--- src/rtl/mem_arbiter_pkg.sv ---
// Shared encodings for the two-port memory arbiter: FSM states and grant identifiers.
package mem_arbiter_pkg;

    typedef enum logic [1:0] {
        ST_IDLE   = 2'd0,
        ST_BUSY_I = 2'd1,
        ST_BUSY_D = 2'd2,
        ST_DONE   = 2'd3
    } arb_state_e;

    localparam logic GNT_I = 1'b0;
    localparam logic GNT_D = 1'b1;

    function automatic arb_state_e busy_state(input logic gnt_id);
        return (gnt_id == GNT_D) ? ST_BUSY_D : ST_BUSY_I;
    endfunction

endpackage

--- src/rtl/mem_arbiter_arb_pick.sv ---
// Combinational selector: a lone request always wins; on a tie the port not granted last wins.
module arb_pick
    import mem_arbiter_pkg::*;
(
    input  logic i_req,
    input  logic d_req,
    input  logic last_gnt,
    output logic gnt_valid,
    output logic gnt_id
);

    always_comb begin
        gnt_valid = i_req | d_req;
        gnt_id    = GNT_I;
        if (i_req && d_req) begin
            gnt_id = (last_gnt == GNT_I) ? GNT_D : GNT_I;
        end else if (d_req) begin
            gnt_id = GNT_D;
        end
    end

endmodule

--- src/rtl/mem_arbiter.sv ---
// Serialises fetch (port i) and load/store (port d) onto one single-port memory bus.
// Define MEM_ARB_RR_EN for round-robin on ties; otherwise data has fixed priority.
module mem_arbiter
    import mem_arbiter_pkg::*;
#(
    parameter int AW = 32,
    parameter int DW = 32
) (
    input  logic            clk,
    input  logic            rst,
    input  logic            i_req,
    input  logic [AW-1:0]   i_addr,
    output logic [DW-1:0]   i_rdata,
    output logic            i_ack,
    input  logic            d_req,
    input  logic            d_we,
    input  logic [DW/8-1:0] d_be,
    input  logic [AW-1:0]   d_addr,
    input  logic [DW-1:0]   d_wdata,
    output logic [DW-1:0]   d_rdata,
    output logic            d_ack,
    output logic            m_req,
    output logic            m_we,
    output logic [DW/8-1:0] m_be,
    output logic [AW-1:0]   m_addr,
    output logic [DW-1:0]   m_wdata,
    input  logic [DW-1:0]   m_rdata,
    input  logic            m_ack
);

    localparam int BW = DW / 8;

    arb_state_e      state_q,   state_d;
    logic            m_req_q,   m_req_d;
    logic            m_we_q,    m_we_d;
    logic [BW-1:0]   m_be_q,    m_be_d;
    logic [AW-1:0]   m_addr_q,  m_addr_d;
    logic [DW-1:0]   m_wdata_q, m_wdata_d;
    logic [DW-1:0]   i_rdata_q, i_rdata_d;
    logic [DW-1:0]   d_rdata_q, d_rdata_d;
    logic            i_ack_q,   i_ack_d;
    logic            d_ack_q,   d_ack_d;
    logic            last_gnt;
    logic            gnt_valid;
    logic            gnt_id;

`ifdef MEM_ARB_RR_EN
    logic last_gnt_q, last_gnt_d;

    always_comb begin
        last_gnt_d = last_gnt_q;
        if (state_q == ST_IDLE && gnt_valid) begin
            last_gnt_d = gnt_id;
        end
    end

    always_ff @(posedge clk) begin
        if (rst) begin
            last_gnt_q <= GNT_I;
        end else begin
            last_gnt_q <= last_gnt_d;
        end
    end

    assign last_gnt = last_gnt_q;
`else
    // Pinning the last grant to fetch makes every tie resolve to data.
    assign last_gnt = GNT_I;
`endif

    arb_pick u_pick (
        .i_req     (i_req),
        .d_req     (d_req),
        .last_gnt  (last_gnt),
        .gnt_valid (gnt_valid),
        .gnt_id    (gnt_id)
    );

    always_comb begin
        state_d   = state_q;
        m_req_d   = m_req_q;
        m_we_d    = m_we_q;
        m_be_d    = m_be_q;
        m_addr_d  = m_addr_q;
        m_wdata_d = m_wdata_q;
        i_rdata_d = i_rdata_q;
        d_rdata_d = d_rdata_q;
        i_ack_d   = 1'b0;
        d_ack_d   = 1'b0;

        case (state_q)
            ST_IDLE: begin
                if (gnt_valid) begin
                    state_d = busy_state(gnt_id);
                    m_req_d = 1'b1;
                    if (gnt_id == GNT_D) begin
                        m_we_d    = d_we;
                        m_be_d    = d_be;
                        m_addr_d  = d_addr;
                        m_wdata_d = d_wdata;
                    end else begin
                        m_we_d    = 1'b0;
                        m_be_d    = '1;
                        m_addr_d  = i_addr;
                        m_wdata_d = '0;
                    end
                end
            end
            ST_BUSY_I: begin
                if (m_ack) begin
                    m_req_d   = 1'b0;
                    i_rdata_d = m_rdata;
                    i_ack_d   = 1'b1;
                    state_d   = ST_DONE;
                end
            end
            ST_BUSY_D: begin
                if (m_ack) begin
                    m_req_d   = 1'b0;
                    d_rdata_d = m_rdata;
                    d_ack_d   = 1'b1;
                    state_d   = ST_DONE;
                end
            end
            default: begin
                state_d = ST_IDLE;
            end
        endcase
    end

    always_ff @(posedge clk) begin
        if (rst) begin
            state_q   <= ST_IDLE;
            m_req_q   <= 1'b0;
            m_we_q    <= 1'b0;
            m_be_q    <= '0;
            m_addr_q  <= '0;
            m_wdata_q <= '0;
            i_rdata_q <= '0;
            d_rdata_q <= '0;
            i_ack_q   <= 1'b0;
            d_ack_q   <= 1'b0;
        end else begin
            state_q   <= state_d;
            m_req_q   <= m_req_d;
            m_we_q    <= m_we_d;
            m_be_q    <= m_be_d;
            m_addr_q  <= m_addr_d;
            m_wdata_q <= m_wdata_d;
            i_rdata_q <= i_rdata_d;
            d_rdata_q <= d_rdata_d;
            i_ack_q   <= i_ack_d;
            d_ack_q   <= d_ack_d;
        end
    end

    assign m_req   = m_req_q;
    assign m_we    = m_we_q;
    assign m_be    = m_be_q;
    assign m_addr  = m_addr_q;
    assign m_wdata = m_wdata_q;
    assign i_rdata = i_rdata_q;
    assign d_rdata = d_rdata_q;
    assign i_ack   = i_ack_q;
    assign d_ack   = d_ack_q;

endmodule

--- config.mk ---
export PLATFORM = sky130hd
export DESIGN_NAME = mem_arbiter
export DESIGN_NICKNAME = d
export VERILOG_FILES = /design/src/rtl/mem_arbiter_pkg.sv /design/src/rtl/mem_arbiter_arb_pick.sv /design/src/rtl/mem_arbiter.sv
export SDC_FILE = /design/constraint.sdc
export NUM_CORES = 1
export LEC_CHECK = 0
export CAP_MARGIN = 20
export CORE_MARGIN = 4
export CORE_UTILIZATION = 40
export CTS_CLUSTER_DIAMETER = 30
export DETAILED_ROUTE_END_ITERATION = 7
export GPL_TIMING_DRIVEN = 0
export PLACE_DENSITY_LB_ADDON = 0.25
export SETUP_SLACK_MARGIN = 0.02
export SLEW_MARGIN = 15
export SYNTH_ARGS = -nofsm -noshare
export SYNTH_HDL_FRONTEND = slang
export SYNTH_HIERARCHICAL = 1
export SYNTH_SLANG_ARGS = --single-unit
--- constraint.sdc ---
create_clock -name clk -period 1.8 [get_ports clk]
set_clock_uncertainty 0.2 [all_clocks]
set_input_delay 0.18 -clock clk [delete_from_list [all_inputs] [get_ports clk]]
set_output_delay 0.18 -clock clk [all_outputs]
set_load 0.02 [all_outputs]
# Word level (Yosys, flattened, before mapping)
# Index checks and enable logic that the tools add are counted.
# word_totals
inputBits	138
reg_bits	138
elab_cells	42
output_inout_bits	136
# classes
n_eq_ne	4
n_reduce_logical	11
bitwise_logic	3
muxes	14
# ops
cell	n
32-bit 2-to-1 mux	2
2-bit AND reduction	4
1-bit 2-to-1 mux	6
2-bit 2-to-1 mux	3
2-bit OR reduction	3
4-bit 2-to-1 mux	1
2-bit one-hot mux with 2 select lines	1
3-bit AND reduction	1
2-bit by 1-bit == test with 1-bit output (second input constant)	1
2-bit == test (second input constant)	1
2-bit zero test	1
2-bit by 1-bit != test with 1-bit output (second input constant)	1
2-bit != test (second input constant)	1
1-bit NOT	2
1-bit one-hot mux with 2 select lines	1
2-bit nonzero test	1
1-bit logical AND	1
1-bit OR	1

# Depth between registers and ports, before layout
# Gate-level depths: netlist (run 1).
# logic_depth
depth_word	5
depth_mapped	7
ltp_nobuf	5

# Cells and area by module
# Netlist (run 1), hierarchy kept.
# modules_own_cells
mod	instances	cells_per_inst	seq_area_each_um2	area_per_inst_um2
mem_arbiter	1	617	2762.6	5383.9
arb_pick	1	2	0.0	13.8

# Worst setup path before layout (run 1)
# OpenSTA, ideal clock, no wires.
# synth_timing
kind	register -> register
startpoint	reg state_q[0]
endpoint	reg m_addr_q[0] (netlist: m_addr[0])
path_buffers	2
slack_ns	0.181
stages_incl_launch_ff	7
arrival_ns	1.338
t_required_ns	1.519
synth_period_minus_slack_ns	1.619
setup_ns	0.081
cell_sequence	dfxtp_1 -> inv_1 -> ha_1 -> and2_1 -> buf_4 -> buf_2 -> a211oi_2
# synth_via
elab_chain_cells	2
# synth_rtl
element	line	source
start, declared	mem_arbiter.sv:33	arb_state_e state_q, state_d;
start signal, assigned	mem_arbiter.sv:144	state_q <= state_d;
2-bit zero test	mem_arbiter.sv:91	case (state_q)
2-bit AND reduction (no line)	--	
end signal, assigned	mem_arbiter.sv:148	m_addr_q <= m_addr_d;
end, declared	mem_arbiter.sv:37	logic [AW-1:0] m_addr_q, m_addr_d;
# Every way passes these cells.
# A chain may end at the register's enable or synchronous reset.

# Final worst setup path (run 1)
# layout_timing
startpoint	reg m_addr_q[25] (netlist: m_addr[25])
endpoint	out m_addr[25]
# layout_rtl
element	line	source
end, declared	mem_arbiter.sv:25	output logic [AW-1:0] m_addr,
# No word-level cell between the ends.

==> reports/qor.log, run 1 <==
[routing] average wire per standard cell 16.02 um
[hold_path] worst min path class in2reg
[cells_and_area] final cell utilization of the core 0.6903
[logic_synthesis] post-synthesis sequential area ratio 0.5118
[cells_and_area] Final #Nets 1,051
[cts] CTS sink count 138
[sta] final critical delay including setup and external delays 1.761 ns
[setup_path] Worst path slowest cell clkdlybuf4s50_1
[setup_path] element type at the critical path end primary output
[sta] worst hold margin 0.1371 ns
[setup_path] Reg2Reg Launch Point state_q[0]
[logic_synthesis] number of nets in the synthesized netlist 761
[routing] Post-route DRC 0
[die] IO Pins 274
[die] row count 42
[run] max-cap violations 0
[setup_path] R2R Setup Slk 0.10 ns
[logic_synthesis] combinational family with the most area after synthesis simple AND/OR/NAND/NOR gates
[routing] routed wire length 17,590 um
[die] area of the core 13,240 um^2
[logic_synthesis] number of library cell types mapped by synthesis 26
[cells_and_area] share of cells above drive strength 1 0.1095
[sta] RSZ-0062 raised after global routing yes
[cts] number of buffers inserted during clock tree synthesis 17
[power] portion of total power attributed to sequential cells 0.330
[power] Power Internal 7.938 mW
[routing] number of vias in the routed layout 5,263
[cts] latest clock arrival within the worst-skew pair 0.41 ns
[setup_path] Arr. time, crit path 1.38 ns
[logic_synthesis] most frequently used cell type in the post-synthesis netlist nand2_1
[power] total power 11.81 mW
[routing] Detailed Routing Iterations Pass 1 5
[die] starting density of the core 0.4076
[setup_path] endpoint of the most critical register-to-register path m_addr[20]
[logic_synthesis] warnings from Yosys 6
[logic_synthesis] post-synthesis xor/xnor area fraction 0
[sta] setup violation total in the final timing report 0
[cts] maximum buffer depth of the clock tree 2
[cells_and_area] layout overhead on the synthesized area 69.36%
[global_route] GR Overflow Total 0
[global_route] all-layer global routing usage 0.2212
[logic_synthesis] count of flip-flops with a built-in enable after synthesis 0
[logic_synthesis] multiplexer share of the synthesized area 0.05934
[setup_path] cell breakdown of the critical path clkdlybuf4s50_1
[cts] Clk Tree Root Cell clkbuf_16
[place] HPWL reported at the end of detailed placement 13,250 um
[global_route] largest net degree at the start of global routing 17
[setup_path] buffers and inverters on the worst path 1
[place] GP Congestion 0.7815
[setup_path] largest fanout on the critical path 2
[logic_synthesis] area of the mapped netlist 5398 um^2
[logic_synthesis] cell accounting for the most synthesized area dfxtp_1
[logic_synthesis] most frequent cells after synthesis 168 x nand2_1, 138 x dfxtp_1, 103 x a21oi_1
[cts] number of levels the H-tree was split into 4
[sta] final number of max-transition violations 0
[logic_synthesis] asr flop ratio synth 0
[sta] Setup TNS Final 0 ns
[setup_path] required arrival time at the worst endpoint 1.42 ns
[global_route] number of antenna violations at the first check in global routing 0
[power] power per unit of standard cell area 1292 nW/um^2
[logic_synthesis] Simple-Gate Fraction of Synth Area 0.1831
[sta] maximum clock frequency 568.0 MHz
[setup_path] crit path launch type flip-flop
[sta] Hold Fails Final Rpt 0
[cts] TritonCTS clock tree yes
[sta] period utilisation layout 0.9781
[setup_path] Critical Path End m_addr[25]
[routing] post-route ant nets 0
[logic_synthesis] cell types occupying the most area after synthesis dfxtp_1 51%, nand2_1 12%, a21oi_1 9.6%
[logic_synthesis] cells after synthesis 619
[routing] per-cell via count in the routed design 4.793
[setup_path] logic depth of the worst path, buffers included 1
[logic_synthesis] fraction of the mapped netlist area in adder cells 0.009272
[setup_path] Crit Path Class reg2out
[sta] transition time at the pin with the least slew margin 0.7210 ns
[routing] Iteration-0 DRC Markers 233
[status] outcome finished clean
[setup_path] source of the critical timing path m_addr[25]
[logic_synthesis] mean area per synthesized cell 8.720 um^2
[power] switching part of the total 0.3280
[power] power spent charging and discharging nets 3.874 mW
[die] Die H 124.2 um
[logic_synthesis] Most used DFF post-synth dfxtp_1
[logic_synthesis] fraction of synthesized cell area taken by the top area cell type 0.5118
[power] leakage power 4.308 nW
[setup_path] highest cell delay on the worst timing path 0.65 ns
[cts] CTS clock-pin slew for the worst setup and hold paths 0.06 ns
[cells_and_area] antenna diode instance count 0
[global_route] via count of the first global-routing pass 5,185
[place] number of input and output port buffers inserted 273
[setup_path] depth of the most critical reg-to-reg path 7
[die] die width 124.2 um
[sta] normalized max-slew margin 0.5193
[logic_synthesis] total of flip-flops plus latches after synthesis 138
[power] part of the total power dissipated in the clock network 0.312
[power] logic gate share of total power 0.358
[die] floorplan die area 15,420 um^2
[setup_path] family with the most delay on the worst path buffers and inverters
[logic_synthesis] compound-cell area share of the yosys netlist 0.1799
[power] worst-case vdd ir drop 669.1 uV
[global_route] global-route wire length before repair 26,200 um
[cts] buffer count from post-CTS setup fixing 0
[state kept, by name, indices dropped and copies added, names as in the netlist]
register,flops
d_ack,1
d_rdata,32
i_ack,1
i_rdata,32
m_addr,32
m_be,4
m_req,1
m_wdata,32
m_we,1
state_q,2
[repair_timing]
action | 4_1_cts | 5_1_grt
hold buffers | 0 | 0
pin swaps | 0 | 0
resized for setup | 20 | 70
endpoints found under the setup margin | 90 | 168
gates cloned | 0 | 0
[cell type report]
cell class,count,area [um^2]
clock buffer,21,460.4
timing repair buffer,273,2860
buffer,49,301.5
inverter,3,11.26
sequential,138,2764
multi-input combinational,427,2355
tap,176,220.2
clock inverter,11,168.9
fill,1076,4101
[per-stage QoR]
stage / worst slack (ns) / instance area, um^2 / cells
3_5_place_dp: -0.3049 / 8351 / 1068
3_3_place_gp: -0.2627 / 8351 / 1068
4_1_cts: 0.01616 / 8977 / 1100
6_report: 0.03945 / 9141 / 1098
5_1_grt: -0.02683 / 9141 / 1098
2_1_floorplan: 0.1808 / 5398 / 619
[layer usage]
layer	vias to the layer above	track usage	routed length, um
met5	-	0	0
met4	0	0.06845	241
met3	22	0.09946	1974
met2	192	0.3899	8671
met1	2378	0.2370	6701
li1	2671	-	-
[kinds of logic after synthesis]
family / after synthesis
AO/OA/AOI/OAI: 145
adder cells (fa/ha/maj): 4
buffers and inverters: 54
flip-flops: 138
multiplexers: 32
other: 1
AND/OR/NAND/NOR: 245
[layout by cell type (no fill, tap or decap), types with 4 or more instances in the layout]
cell	count
bufinv_16	4
a21oi_1	103
dlygate4sd2_1	12
clkbuf_16	17
clkbuf_2	6
dfxtp_1	137
nor2_1	34
buf_6	7
clkbuf_1	11
clkdlybuf4s50_1	204
mux2i_1	32
o21ai_0	5
dlymetal6s2s_1	57
nand2_1	167
buf_4	10
clkinvlp_4	4
buf_2	13
nand3_1	33
a211oi_2	30
[power groups by stage]
stage	clock network [mW]	registers, mW	logic (mW)
floorplan	0	4.65	1.67
global placement	0	3.94	4.23
detailed placement	0	3.96	4.26
CTS	3.74	3.91	4.27
global route	3.87	3.96	4.57
finish	3.69	3.90	4.23
[how the worst min path moves through the flow]
stage	slack (ns)	endpoint	startpoint	depth (start not counted)
after global routing	0.14	d_rdata[18]	m_rdata[18]	3
after floorplan	0.12	d_rdata[0]	m_rdata[0]	2
after detailed placement	0.24	m_wdata[3]	m_wdata[3]	2
after global placement	0.24	m_wdata[16]	m_wdata[16]	2
final	0.14	i_rdata[12]	m_rdata[12]	3
after CTS	0.12	d_rdata[18]	m_rdata[18]	3
[worst register-to-register path, stage by stage (launching register included)]
cell and delay [ns]:
dfxtp_2 0.34, inv_1 0.12, ha_4 0.18, and2_1 0.16
buf_6 0.18, buf_6 0.16, nor2_1 0.06, a211oi_2 0.22
(Power assumes the default switching activity.)
==> run 2, diff against run 1 <==
Clock period 1.8 ns to 1.7 ns, I/O delays scaled along.
==> reports/qor.log, run 2 (synthesized netlist as in run 1, its figures left out) <==
[place] post-place instance area 8351 um^2
[cts] TritonCTS clock tree yes
[die] die width 124.2 um
[global_route] all-layer global routing usage 0.2220
[setup_path] crit path launch type flip-flop
[cells_and_area] layout overhead on the synthesized area 64.51%
[cells_and_area] highest-count cells in the layout ignoring fill and taps 166 x nand2_1, 137 x clkdlybuf4s50_1, 136 x dfxtp_1, 136 x dlygate4sd2_1, 103 x a21oi_1
[global_route] global-route wire length before repair 26,250 um
[setup_path] Worst path slowest cell dfxtp_2
[routing] routed wire length 17,450 um
[die] Die H 124.2 um
[sta] normalized max-slew margin 0.5220
[power] leakage power 3.870 nW
[sta] transition time at the pin with the least slew margin 0.7170 ns
[sta] setup violation total in the final timing report 0
[die] row count 42
[cells_and_area] antenna diode instance count 0
[cells_and_area] share of cells above drive strength 1 0.1190
[cells_and_area] post-route cell area 8880 um^2
[setup_path] Crit Path Class reg2reg
[cts] CTS clock-pin slew for the worst setup and hold paths 0.06 ns
[routing] Post-route DRC 0
[die] area of the core 13,240 um^2
[cells_and_area] Final #Nets 1,053
[setup_path] source of the critical timing path state_q[0]
[routing] per-cell via count in the routed design 4.762
[sta] final worst-path setup slack 0.1201 ns
[setup_path] Arr. time, crit path 1.67 ns
[place] dpl cells 1,068
[place] number of input and output port buffers inserted 273
[sta] Hold Fails Final Rpt 0
[routing] Detailed Routing Iterations Pass 1 5
[sta] worst hold margin 0.1287 ns
[sta] period utilisation layout 0.9293
[setup_path] cell breakdown of the critical path inv_2 > ha_4 > and2_4 > buf_4 > buf_6 > nor2_1 > a211oi_2
[routing] average wire per standard cell 15.87 um
[setup_path] largest fanout on the critical path 10
[hold_path] worst min path class in2reg
[die] starting density of the core 0.4076
[routing] number of vias in the routed layout 5,238
[setup_path] required arrival time at the worst endpoint 1.79 ns
[place] pre-CTS setup slack -0.3949 ns
[hold_path] Min-Delay Startpoint m_rdata[18]
[cts] CTS sink count 138
[sta] final critical delay including setup and external delays 1.580 ns
[routing] post-route ant nets 0
[cts] number of hold-repair buffers added at the cts stage 0
[place] GP Congestion 0.7815
[setup_path] Reg2Reg Launch Point state_q[0]
[sta] final number of max-transition violations 0
[routing] Iteration-0 DRC Markers 224
[setup_path] highest cell delay on the worst timing path 0.37 ns
[place] HPWL reported at the end of detailed placement 13,250 um
[cells_and_area] final instance count without filler cells 1,100
[cells_and_area] leading cell type in the layout, fill and taps excluded nand2_1
[cts] Clk Tree Root Cell clkbuf_16
[power] power per unit of standard cell area 1376 nW/um^2
[power] total power 12.22 mW
[power] worst-case vdd ir drop 701.8 uV
[status] outcome finished clean
[cts] number of levels the H-tree was split into 4
[sta] maximum clock frequency 633.0 MHz
[cts] number of buffers inserted during clock tree synthesis 17
[cts] latest clock arrival within the worst-skew pair 0.41 ns
[die] floorplan die area 15,420 um^2
[setup_path] element type at the critical path end flip-flop
[global_route] via count of the first global-routing pass 5,191
[run] max-cap violations 0
[sta] RSZ-0062 raised after global routing no
[global_route] GR Overflow Total 0
[die] IO Pins 274
[cts] maximum buffer depth of the clock tree 2
[global_route] number of antenna violations at the first check in global routing 0
[global_route] largest net degree at the start of global routing 17
run 2: cell count changes in the layout (fill, tap and decap cells not counted), sizes merged:
cell	delta
buf	+3
dlygate4sd2	+124
dlymetal6s2s	-57
clkdlybuf4s50	-67
clkbuf	-1
run 2: report_power, final:
group,switching (mW),internal (mW)
combinational,2.46,1.75
sequential,0.269,3.84
clock,1.37,2.53
run 2: layer usage:
metal	up-vias	track usage	part of all wire
met5	-	0	0
met4	0	0.06845	0.013
met3	17	0.09946	0.11
met2	190	0.3926	0.49
met1	2353	0.2370	0.39
li1	2678	-	-
run 2: worst paths after layout:
kind | end | slack [ns] | cells after the start
worst max register to register | m_addr[17] | 0.12 | 7
worst max-delay path | m_addr[17] | 0.12 | 7
worst min-delay path | d_rdata[18] | 0.13 | 3
worst min register to register | m_wdata[10] | 0.24 | 2
run 2: worst max-delay path: cells and delay by family, from the launching register on:
family | cells | cell delay (ns)
AO/OA/AOI/OAI | 1 | 0.06
flip-flops | 1 | 0.37
buffers and inverters | 3 | 0.36
AND/OR/NAND/NOR | 2 | 0.30
adder cells (fa/ha/maj) | 1 | 0.17
run 2: layout make-up:
cell class / count / area (um^2)
buffer: 49 / 314.1
clock buffer: 21 / 460.4
clock inverter: 11 / 168.9
fill: 1179 / 4363
inverter: 3 / 11.26
multi-input combinational: 427 / 2362
sequential: 138 / 2765
tap: 176 / 220.2
timing repair buffer: 275 / 2577
run 2: per-stage QoR:
step,setup TNS (ns),util
after floorplan,0,-
after CTS,0,0.6680
after global routing,0,0.6705
final,0,0.6705
after detailed placement,-28.38,0.6306
after global placement,-26.76,0.6306
run 2: what timing repair did:
action                                  4_1_cts  5_1_grt
gates cloned                                  1        0
hold endpoints to repair                      0        0
gates resized for setup                     151       22
buffers inserted                              1        0
endpoints found under the setup margin      264      129
